`src/rtl/id_ex_reg.sv`:
```
// ID/EX pipeline register: one-cycle decode->execute capture with stall hold and flush/invalid bubbles.
// Optional bubble counter on bubble_count when ID_EX_BUBBLE_COUNT_EN is defined; otherwise tied to zero.
module id_ex_reg #(
  parameter int DATA_W = 32,
  parameter int REG_W  = 5
) (
  input  logic              clk,
  input  logic              rst,
  input  logic              stall,
  input  logic              flush,
  input  logic              id_valid,
  input  logic [DATA_W-1:0] id_pc_plus4,
  input  logic [DATA_W-1:0] id_rdata1,
  input  logic [DATA_W-1:0] id_rdata2,
  input  logic [DATA_W-1:0] id_imm,
  input  logic [REG_W-1:0]  id_rs,
  input  logic [REG_W-1:0]  id_rt,
  input  logic [REG_W-1:0]  id_rd,
  input  logic [5:0]        id_funct,
  input  logic [1:0]        id_aluop,
  input  logic              id_alusrc,
  input  logic              id_regdst,
  input  logic              id_branch,
  input  logic              id_memread,
  input  logic              id_memwrite,
  input  logic              id_memtoreg,
  input  logic              id_regwrite,
  output logic              ex_valid,
  output logic [DATA_W-1:0] ex_pc_plus4,
  output logic [DATA_W-1:0] ex_rdata1,
  output logic [DATA_W-1:0] ex_rdata2,
  output logic [DATA_W-1:0] ex_imm,
  output logic [REG_W-1:0]  ex_rs,
  output logic [REG_W-1:0]  ex_rt,
  output logic [REG_W-1:0]  ex_rd,
  output logic [5:0]        ex_funct,
  output logic [1:0]        ex_aluop,
  output logic              ex_alusrc,
  output logic              ex_regdst,
  output logic              ex_branch,
  output logic              ex_memread,
  output logic              ex_memwrite,
  output logic              ex_memtoreg,
  output logic              ex_regwrite,
  output logic [31:0]       bubble_count
);

  typedef struct packed {
    logic              valid;
    logic [DATA_W-1:0] pc_plus4;
    logic [DATA_W-1:0] rdata1;
    logic [DATA_W-1:0] rdata2;
    logic [DATA_W-1:0] imm;
    logic [REG_W-1:0]  rs;
    logic [REG_W-1:0]  rt;
    logic [REG_W-1:0]  rd;
    logic [5:0]        funct;
    logic [1:0]        aluop;
    logic              alusrc;
    logic              regdst;
    logic              branch;
    logic              memread;
    logic              memwrite;
    logic              memtoreg;
    logic              regwrite;
  } ex_bus_t;

  ex_bus_t w_id;
  ex_bus_t r_ex;
  logic    w_bubble;

  assign w_id = '{valid: id_valid, pc_plus4: id_pc_plus4, rdata1: id_rdata1,
                  rdata2: id_rdata2, imm: id_imm, rs: id_rs, rt: id_rt, rd: id_rd,
                  funct: id_funct, aluop: id_aluop, alusrc: id_alusrc,
                  regdst: id_regdst, branch: id_branch, memread: id_memread,
                  memwrite: id_memwrite, memtoreg: id_memtoreg,
                  regwrite: id_regwrite};

  // An invalid instruction only becomes a bubble when it would actually be loaded.
  assign w_bubble = flush | (~stall & ~id_valid);

  // All-zero bubble: aluop=add, no side effects, no forwarding matches.
  always_ff @(posedge clk or posedge rst) begin
    if (rst) begin
      r_ex <= '0;
    end else if (w_bubble) begin
      r_ex <= '0;
    end else if (!stall) begin
      r_ex <= w_id;
    end
  end

  assign ex_valid    = r_ex.valid;
  assign ex_pc_plus4 = r_ex.pc_plus4;
  assign ex_rdata1   = r_ex.rdata1;
  assign ex_rdata2   = r_ex.rdata2;
  assign ex_imm      = r_ex.imm;
  assign ex_rs       = r_ex.rs;
  assign ex_rt       = r_ex.rt;
  assign ex_rd       = r_ex.rd;
  assign ex_funct    = r_ex.funct;
  assign ex_aluop    = r_ex.aluop;
  assign ex_alusrc   = r_ex.alusrc;
  assign ex_regdst   = r_ex.regdst;
  assign ex_branch   = r_ex.branch;
  assign ex_memread  = r_ex.memread;
  assign ex_memwrite = r_ex.memwrite;
  assign ex_memtoreg = r_ex.memtoreg;
  assign ex_regwrite = r_ex.regwrite;

`ifdef ID_EX_BUBBLE_COUNT_EN
  logic [31:0] r_bubble_count;

  always_ff @(posedge clk or posedge rst) begin
    if (rst) begin
      r_bubble_count <= '0;
    end else if (w_bubble) begin
      r_bubble_count <= r_bubble_count + 32'd1;
    end
  end

  assign bubble_count = r_bubble_count;
`else
  assign bubble_count = 32'h0;
`endif

endmodule

```
`config.mk`:
```
export PLATFORM = sky130hd
export DESIGN_NAME = id_ex_reg
export DESIGN_NICKNAME = d
export VERILOG_FILES = /design/src/rtl/id_ex_reg.sv
export SDC_FILE = /design/constraint.sdc
export NUM_CORES = 1
export LEC_CHECK = 0
export ABC_AREA = 1
export CELL_PAD_IN_SITES_DETAIL_PLACEMENT = 0
export CELL_PAD_IN_SITES_GLOBAL_PLACEMENT = 1
export CORE_MARGIN = 4
export CORE_UTILIZATION = 28
export CTS_CLUSTER_SIZE = 8
export DETAILED_ROUTE_END_ITERATION = 8
export PLACE_DENSITY = 0.82
export SLEW_MARGIN = 20
export SYNTH_ARGS = -nofsm -noshare
export SYNTH_HDL_FRONTEND = slang
export SYNTH_SLANG_ARGS = --single-unit
```
`constraint.sdc`:
```
create_clock -name clk -period 7.1 [get_ports clk]
set_input_delay 1.42 -clock clk [delete_from_list [all_inputs] [get_ports clk]]
set_output_delay 1.42 -clock clk [all_outputs]
set_load 0.05 [all_outputs]
```
---- After elaboration in Yosys (flattened, before gate mapping) ----
Cells that the tools add are included.
cells by class
  equality and inequality tests ........... 1
  multiplexer cells ....................... 2
  bitwise operators ....................... 4
operators with widths
  kind                  number
  $mux W159             2
  $ne A2 B1 Y1 const B  1
  $not A1 Y1            2
  $and A1 B1 Y1         1
  $or A1 B1 Y1          1
word-level totals
  register bits ........................... 159
  input bits .............................. 163
  output and inout port bits .............. 191
  logic and storage cells ................. 24

---- Depth between registers and ports, before layout ----
  depth after elaboration ................. 4
  depth in mapped cells ................... 8

---- Worst setup path after synthesis ----
OpenSTA, ideal clock, no wires.
  kind .................................... input port to flip-flop
  start point ............................. input port stall
  end point ............................... register r_ex, in the netlist ex_rs[1]
  library setup time ...................... 0.112 ns
  arrival ................................. 2.127 ns
  slack ................................... 4.861 ns
  stages on the path ...................... 7
  buffers on the path ..................... 3
  cells stage by stage .................... buf_4 -> nor2_2 -> nor2_4 -> buf_4 -> buf_4 -> nand2_1 -> inv_2
between the ends
  cells in the longest elaborated chain, start to end .. 4
ends and longest elaborated chain
  element                                                     RTL line  RTL
  from (decl)                                                 9         input logic stall,
  $not A1 Y1                                                  80        assign w_bubble = flush | (~stall & ~id_valid);
  $and A1 B1 Y1                                               80
  $or A1 B1 Y1                                                80
  $ne A2 B1 Y1 (no line) / $mux W159 (equally long branches)  -
  to (signal assigned)                                        89        r_ex <= w_id;
  to (decl)                                                   69        ex_bus_t r_ex;
Several ways; a longest one is shown, not always the timed one.
A chain may end at the register's enable or synchronous reset.

---- Final worst setup path ----
  start point ............................. register r_ex, in the netlist ex_rdata1[17]
  end point ............................... output port ex_rdata1[17]
RTL lines
  element    RTL line  RTL
  to (decl)  30        output logic [DATA_W-1:0] ex_rdata1,
No word-level cell between the ends.

==> impl_metrics.json <==
{
  "setup_viol_count_final": 0,
  "syn_area_um2": 7550,
  "die-width_um": 172,
  "path_max_fanout": 2,
  "gp_congestion": 0.756,
  "synth-seq-area-share_pct": 52.7,
  "yosysWarnings": 0,
  "required_ns": 5.68,
  "grt_pass1_vias": 6515,
  "nFillCells": 2697,
  "clock_latency_ns": 0.41,
  "drt-initial-drc-count": 402,
  "setup.worst_path.end_class": "primary output",
  "port_buffers": 321,
  "hold_violations": 0,
  "hold_buffers": 0,
  "wl_per_cell_um": 13.3,
  "cts_buffers": 17,
  "ioPinCount": 354,
  "finalCriticalPeriod_ns": 3.06,
  "power_density_nw_per_um2": 211,
  "cp.arrival_ns": 1.64,
  "dr.pass1.iters": 4,
  "crit_type": "register to primary output",
  "rows": 59,
  "cp_slowest_cell": "clkdlybuf4s50_1",
  "holdCritPathClass": "register to register",
  "synthFlopType": "dfrtp_1",
  "ys_top_cells_by_count": "nand2_1, dfrtp_1, inv_1",
  "cts_resized": 0,
  "design_area_um2": 11400,
  "coreArea_um2": 26300,
  "synth.most_common_cell": "nand2_1",
  "antenna_left": 0,
  "h-tree-depth": 4,
  "worstMarginPinSlew_ns": 0.965,
  "antenna_cells": 0,
  "vias": 6673,
  "drt-total-wl_um": 22300,
  "async_flop_share_pct": 100,
  "synthCells": 1041,
  "startpoint_type": "register",
  "drcViolationCount": 0,
  "final_layout_size_suffix_gt1_share_pct": 3.34,
  "fin_worst_skew_ns": 0,
  "clock-sinks": 159,
  "cp_num_buf_inv": 1,
  "crit_family": "buffers and inverters",
  "synthDistinctLibCells": 13,
  "yosys.area.top_type": "dfrtp_1",
  "grt_start_max_net_pins": 103,
  "vias_per_cell": 3.97,
  "max-slew-margin-rel_pct": 35.7,
  "synth_enable_flop_cells": 0,
  "grt_usage_pct": 14.4,
  "rsz0062_at_grt": "no",
  "clock-root-buffer": "clkbuf_16",
  "fp.dieArea_um2": 29600,
  "ys_seq_elements": 159,
  "synth_top_area_share_pct": 52.7,
  "placed_area_um2": 10800,
  "antenna_found_initial": 0,
  "cts_buffer_depth": 2,
  "status": "completed",
  "cts.clk_slew.worst_paths_ns": 0.07,
  "cts_tree": "yes",
  "max_stage_delay_ns": 0.83,
  "drv_slew": 0,
  "grt_pass1_wl_um": 34200,
  "worstPathCellList": "clkdlybuf4s50_1",
  "finalSetupTns_ns": 0,
  "power.leakage_nw": 6.73,
  "fin_crit_sh_pct": 43.0,
  "dpl_worst_slack_ns": 3.58,
  "fin_ws_ns": 4.04,
  "area_delta_synth_final_pct": 50.8,
  "post_cts_buffers": 0,
  "die_y_um": 172,
  "peakVddDrop_mv": 0.124,
  "start_util_pct": 28.7,
  "hpwlAfterDp_um": 15100,
  "post_synth.cell_area_avg_um2": 7.25,
  "drv_cap": 0,
  "grt.overflow.total": 0,
  "fmax_mhz": 327,
  "fin_nets": 1497,
  "synth.area.top_cells": "dfrtp_1, nand2_1, inv_1, buf_4, buf_2"
}
worst paths after layout:
path | slack [ns] | cells past startpoint | start | end
max in group asynchronous | 4.13 | 3 | rst | ex_pc_plus4[31]
hold / removal | 0.53 | 2 | ex_valid | ex_valid
hold reg to reg | 0.53 | 2 | ex_valid | ex_valid
min in group asynchronous | 1.57 | 2 | rst | ex_rdata2[26]
setup reg to reg | 6.35 | 4 | ex_imm[21] | ex_imm[21]
setup / recovery | 4.04 | 1 | ex_rdata1[17] | ex_rdata1[17]
layer usage:
metal | share of wire, % | GRT usage, % | wire (um)
met5 | 0 | 0 | 0
met4 | 1.7 | 4.37 | 379
met3 | 7.5 | 4.21 | 1670
met2 | 48 | 24.0 | 10700
met1 | 43 | 18.2 | 9610
cell type report:
class                   count  area, um2  share of cell area (%)
inverters                 160        608                    5.34
well taps                 335        419                    3.68
clock buffers              20        457                    4.01
multi-input cells         669       2520                    22.2
repair buffers            327       3270                    28.7
clock inverters            12        125                    1.10
flip-flops and latches    159       3980                    35.0
cells by family (layout without fill, tap and decap cells):
family / count (synthesis) / in the layout / synth area share (%)
AND/OR/NAND/NOR: 636 / 636 / 31.8
buffers and inverters: 244 / 519 / 15.4
flip-flops: 159 / 159 / 52.7
other: 1 / 32 / 0.0497
AO/OA/AOI/OAI: 1 / 1 / 0.0995
cell usage in the layout (no fill, tap or decap), types with 2 or more instances in the layout:
| master | n |
|---|---|
| inv_6 | 5 |
| nand2_1 | 632 |
| dfrtp_1 | 159 |
| inv_2 | 3 |
| clkbuf_8 | 2 |
| buf_4 | 6 |
| inv_1 | 155 |
| conb_1 | 32 |
| clkdlybuf4s50_1 | 320 |
| clkinv_4 | 3 |
| nor2_1 | 2 |
| clkinvlp_4 | 3 |
| clkbuf_16 | 17 |
worst reg2reg max path: cells and delay by family, from the launching register on:
kind | cells | cell delay (ns)
buffers and inverters | 1 | 0.05
AND/OR/NAND/NOR | 3 | 0.19
flip-flops | 1 | 0.41
sequential cells by signal, indices dropped and copies added, names as in the netlist:
signal / count
ex_imm: 32
ex_pc_plus4: 32
ex_rdata1: 32
ex_rdata2: 32
ex_funct: 6
ex_rd: 5
ex_rs: 5
ex_rt: 5
ex_aluop: 2
ex_alusrc: 1
ex_branch: 1
ex_memread: 1
ex_memtoreg: 1
ex_memwrite: 1
ex_regdst: 1
ex_regwrite: 1
ex_valid: 1
metrics by stage:
step / power [W] / utilization [%] / hold WS (ns) / cells
6_report: 0.00240 / 43.3 / 0.526 / 1682
3_3_place_gp: 0.00151 / 41.1 / 0.498 / 1650
2_1_floorplan: 0.00132 / - / 0.787 / 1072
3_5_place_dp: 0.00151 / 41.1 / 0.509 / 1650
4_1_cts: 0.00245 / 43.3 / 0.525 / 1682
5_1_grt: 0.00252 / 43.3 / 0.588 / 1682
report_power, final:
group	leakage, nW	switching (W)	internal, W
registers	2.15	0.0000219	0.000946
logic	4.30	0.000336	0.000186
clock network	0.276	0.000396	0.000511
(Power assumes the default switching activity.)
